### config.mk
export PLATFORM = sky130hd
export DESIGN_NAME = dm_store_buffer
export DESIGN_NICKNAME = d
export VERILOG_FILES = /design/src/rtl/dm_store_buffer.sv
export SDC_FILE = /design/constraint.sdc
export NUM_CORES = 1
export LEC_CHECK = 0
export ABC_AREA = 1
export CAP_MARGIN = 20
export CORE_UTILIZATION = 60
export DETAILED_ROUTE_END_ITERATION = 12
export PLACE_DENSITY = 0.9
export SLEW_MARGIN = 20
export SYNTH_ARGS = -nofsm -noshare
export SYNTH_HDL_FRONTEND = slang
export SYNTH_SLANG_ARGS = --single-unit
### constraint.sdc
create_clock -name clk -period 36.4 [get_ports clk]
set_input_delay 7.28 -clock clk [delete_from_list [all_inputs] [get_ports clk]]
set_output_delay 7.28 -clock clk [all_outputs]
set_load 0.03 [all_outputs]
### src/rtl/dm_store_buffer.sv
// dm_store_buffer
//   Posted-store FIFO between the datapath store path and the data memory
//   write port. It accepts one sw/sh/sb per cycle and drains the oldest entry
//   to the DM write inputs once per cycle. A load that hits a buffered word
//   raises ld_stall until that word has drained; data is never forwarded.
//
// Ports
//   clk, reset                  clock (rising edge), async active-high reset
//   st_valid/st_ready           store handshake; a store offered while full is dropped
//   st_addr/st_data/st_sel      store byte address, right-aligned data, size
//                               (00 word, 01 half, 10 byte, 11 word)
//   st_pcadd4                   PC+4 of the store, carried for trace
//   ld_req/ld_addr/ld_stall     load word-conflict check against buffered stores
//   drain_hold                  inhibits draining this cycle
//   dm_en/dm_addr/dm_di/dm_sel/dm_pcadd4   head entry presented to the DM
//   count/empty                 occupancy
module dm_store_buffer #(
  parameter int DEPTH = 4,
  parameter int PTR_W = 2
) (
  input  logic             clk,
  input  logic             reset,
  input  logic             st_valid,
  output logic             st_ready,
  input  logic [31:0]      st_addr,
  input  logic [31:0]      st_data,
  input  logic [1:0]       st_sel,
  input  logic [31:0]      st_pcadd4,
  input  logic             ld_req,
  input  logic [31:0]      ld_addr,
  output logic             ld_stall,
  input  logic             drain_hold,
  output logic             dm_en,
  output logic [31:0]      dm_addr,
  output logic [31:0]      dm_di,
  output logic [1:0]       dm_sel,
  output logic [31:0]      dm_pcadd4,
  output logic [PTR_W:0]   count,
  output logic             empty
);

  localparam logic [PTR_W:0] FULL = (PTR_W+1)'(DEPTH);

  logic [DEPTH-1:0][31:0] addr_q, data_q, pc_q;
  logic [DEPTH-1:0][1:0]  sel_q;
  logic [DEPTH-1:0]       vld_q;
  logic [PTR_W-1:0]       rd, wr;
  logic [PTR_W:0]         cnt;
  logic                   push, pop, hit;

  // Only the word index participates in the conflict check.
  logic unused_ld_bits;
  assign unused_ld_bits = ^{ld_addr[31:12], ld_addr[1:0]};

  assign count    = cnt;
  assign empty    = (cnt == '0);
  // A pop in the same cycle does not reopen a full buffer: readiness is
  // decided from the registered count alone.
  assign st_ready = (cnt != FULL);
  assign push     = st_valid && st_ready;
  assign dm_en    = !empty && !drain_hold;
  assign pop      = dm_en;

  assign dm_addr   = empty ? '0 : addr_q[rd];
  assign dm_di     = empty ? '0 : data_q[rd];
  assign dm_sel    = empty ? '0 : sel_q[rd];
  assign dm_pcadd4 = empty ? '0 : pc_q[rd];

  // The head entry keeps its valid bit until the edge that pops it, so a
  // load against the draining word still stalls this cycle.
  always_comb begin
    hit = 1'b0;
    for (int i = 0; i < DEPTH; i++)
      if (vld_q[i] && (addr_q[i][11:2] == ld_addr[11:2])) hit = 1'b1;
  end
  assign ld_stall = ld_req && hit;

  // push and pop never target the same slot: that would need count==0
  // (no pop) or count==DEPTH (no push).
  always_ff @(posedge clk or posedge reset) begin
    if (reset) begin
      addr_q <= '0;
      data_q <= '0;
      pc_q   <= '0;
      sel_q  <= '0;
      vld_q  <= '0;
      rd     <= '0;
      wr     <= '0;
      cnt    <= '0;
    end else begin
      if (pop) begin
        vld_q[rd] <= 1'b0;
        rd        <= rd + 1'b1;
      end
      if (push) begin
        addr_q[wr] <= st_addr;
        data_q[wr] <= st_data;
        sel_q[wr]  <= st_sel;
        pc_q[wr]   <= st_pcadd4;
        vld_q[wr]  <= 1'b1;
        wr         <= wr + 1'b1;
      end
      case ({push, pop})
        2'b10:   cnt <= cnt + 1'b1;
        2'b01:   cnt <= cnt - 1'b1;
        default: cnt <= cnt;
      endcase
    end
  end

endmodule

==> results_dict.tcl <==
set metrics [dict create \
    drt-total-wl_um 52100 \
    critPathCaptureType "output pin" \
    finalClockSkew_ps 14.0 \
    drt-wirelength-per-cell_um 17.6 \
    place_area_sq_um 21000 \
    outcome "complete, no violations" \
    synth_edf_count 0 \
    firstDrtPassIters 8 \
    nets 2680 \
    power.total_mw 2.42 \
    numCtsBuffers 41 \
    worstPathMaxFanout 5 \
    drtIter0Drc 1991 \
    fmax_mhz 60.2 \
    hold_class "reg2reg" \
    yosysUniqueCellTypes 30 \
    grt_max_degree 193 \
    clock_latency_ps 540 \
    p_sw_mw 1.08 \
    drive_above_1_share 0.0375 \
    seq_power_share 0.322 \
    yosysWarnings 0 \
    rsz0062_at_grt "false" \
    vias_per_cell 5.89 \
    async_reset_ff_frac 1.00 \
    drc 0 \
    rows 64 \
    ys_seq_area_frac 0.527 \
    grt_use_total 0.319 \
    cp.required_ps 29120 \
    area_delta_synth_final_pct 17.2 \
    setup_tns_ps 0 \
    htree_levels 2 \
    grt_antenna_before_repair 1 \
    dieArea_sq_um 32600 \
    max_slew_margin 0.262 \
    clk_pin_slew_ps 60 \
    cts_hold_buf 0 \
    ant_nets 0 \
    fin_area_sq_um 22400 \
    ys_ff_latch 403 \
    critPathLaunchType "primary input" \
    slew_violations 0 \
    die_width_um 181 \
    finalCriticalPeriod_ps 16620 \
    fin_crit_sh 0.456 \
    gp_congestion 0.890 \
    synth_nets 2564 \
    cts_resized 0 \
    dp_hpwl_um 28700 \
    setup_viol 0 \
    post_cts_buffers 0 \
    ir_worst_vdd_uv 69.0 \
    leakage_nw 10.8 \
    cap_viol_max_count 0 \
    num_vias 17400 \
    worstPathArrival_ps 9340 \
    hold_violations 0 \
    ys.flop_type "dfrtp_1" \
    grt_pass1_wl_um 84400 \
    cts_tree "yes" \
    synth_area_sq_um 19100 \
    gr-total-overflow 0 \
    core_area_sq_um 31000 \
    cts-root-buf "clkbuf_16" \
    ioPinCount 240 \
    die_h_um 181 \
    port_buffers 217 \
    syn_inst 2419 \
    clkSinkCount 403 \
    start_util 0.617 \
    clockPowerShare 0.170 \
    worstSetupPathType "in2out" \
    swShare 0.448 \
    p_int_mw 1.34 \
    tightest_slew_ps 1110 \
    clock_path_buffers 3 \
    grt_pass1_vias 17100 \
    avgSynthCellArea_sq_um 7.90 \
    comb_power_share 0.508 \
    powerDensity_nw_per_um2 108 \
]
[sequential cells by signal (all words and copies together), names as in the netlist]
name    cells
addr_q    128
data_q    128
pc_q      128
sel_q       8
vld_q       4
count       3
rd          2
wr          2
[cell families (layout without fill, tap and decap cells)]
group,Yosys count,count (layout),share of synthesized area
fa+ha+maj,10,10,0.00694
compound gates,682,682,0.182
simple gates,908,908,0.181
other cells,0,2,0
flops,403,403,0.527
buf+inv,399,542,0.0939
xor+xnor,17,17,0.00779
[cell usage in the layout (no fill, tap or decap)]
cell               n
inv_8              1
dfrtp_1          401
clkinv_2           6
inv_1            229
xnor2_1           11
a21oi_1          270
nand4_1            4
xor2_1             6
clkbuf_8           9
o211ai_1          26
nand2_1          873
clkbuf_1          11
nor2_2             1
buf_16             2
buf_4             13
nand2_4            4
or2_2              1
dfrtp_4            2
inv_2              3
buf_12             1
nand2_2            1
inv_4              3
nor2_1            14
o21ai_0          346
nand3_1            8
ha_1               9
diode_2            2
clkbuf_16         43
nand3_2            1
nor3_2             1
bufinv_16          1
a21boi_0           4
o21ai_1           36
clkdlybuf4s50_1  217
fa_1               1
inv_6              3
[final timing paths]
path                                           end  slack [ps]  cells past startpoint                   from
hold reg to reg              pc_q[116]$_DFFE_PP0P_         470                      2  pc_q[116]$_DFFE_PP0P_
max in group asynchronous  addr_q[118]$_DFFE_PP0P_       27490                      4                  reset
setup reg to reg           addr_q[119]$_DFFE_PP0P_       32980                      8   count[1]$_DFFE_PP0P_
hold / removal               pc_q[116]$_DFFE_PP0P_         470                      2  pc_q[116]$_DFFE_PP0P_
min in group asynchronous   data_q[81]$_DFFE_PP0P_        7350                      2                  reset
setup / recovery                          ld_stall       19780                     10             ld_addr[6]
[power by group through the flow]
stage	sequential [mW]	combinational, mW	clock [mW]
floorplan	0.737	0.832	0
global placement	0.769	1.17	0
detailed placement	0.779	1.20	0
CTS	0.775	1.22	0.417
global route	0.800	1.33	0.432
finish	0.778	1.23	0.413
[area by class of cell]
cell class | count | area (sq um)
Fill cell | 2157 | 8580
Tap cell | 396 | 495
Timing Repair Buffer | 233 | 2340
Sequential cell | 403 | 10100
Antenna cell | 2 | 5.00
Multi-Input combinational cell | 1617 | 7250
Clock buffer | 63 | 1240
Clock inverter | 7 | 63.8
Inverter | 239 | 923
[worst max-delay path, stage by stage]
cell and delay (ps):
clkdlybuf4s50_1 580, inv_1 100, a21boi_0 240, nand2_1 80, nor2_1 100, nand3_1 80, nand2_1 60, nor2_1 50
nor2_1 90, clkdlybuf4s50_1 680
[cell usage after synthesis, types with 11 or more instances]
cell	number	area share
nand2_1	873	0.17
dfrtp_1	403	0.53
o21ai_0	346	0.091
a21oi_1	270	0.071
inv_1	231	0.045
clkbuf_1	61	0.012
buf_2	43	0.011
o21ai_1	36	0.0094
o211ai_1	26	0.010
buf_6	21	0.012
buf_1	18	0.0035
buf_4	16	0.0063
nor2_1	14	0.0027
xnor2_1	11	0.0050
[routing by layer]
layer	part of all wire	wire, um	global-route usage
met5	0	0	0
met1	0.39	20200	0.409
met4	0.038	1980	0.155
met2	0.48	25000	0.531
met3	0.093	4820	0.0501
[metrics by stage]
stage	setup WS [ps]	utilization	hold WS, ps	cells
finish	19780	0.723	472	2960
floorplan	17910	-	435	2419
CTS	19820	0.721	475	2956
detailed placement	19840	0.679	459	2886
global placement	19840	0.679	456	2886
global route	19600	0.723	489	2959
No activity file was read; power rests on OpenSTA's default activity.
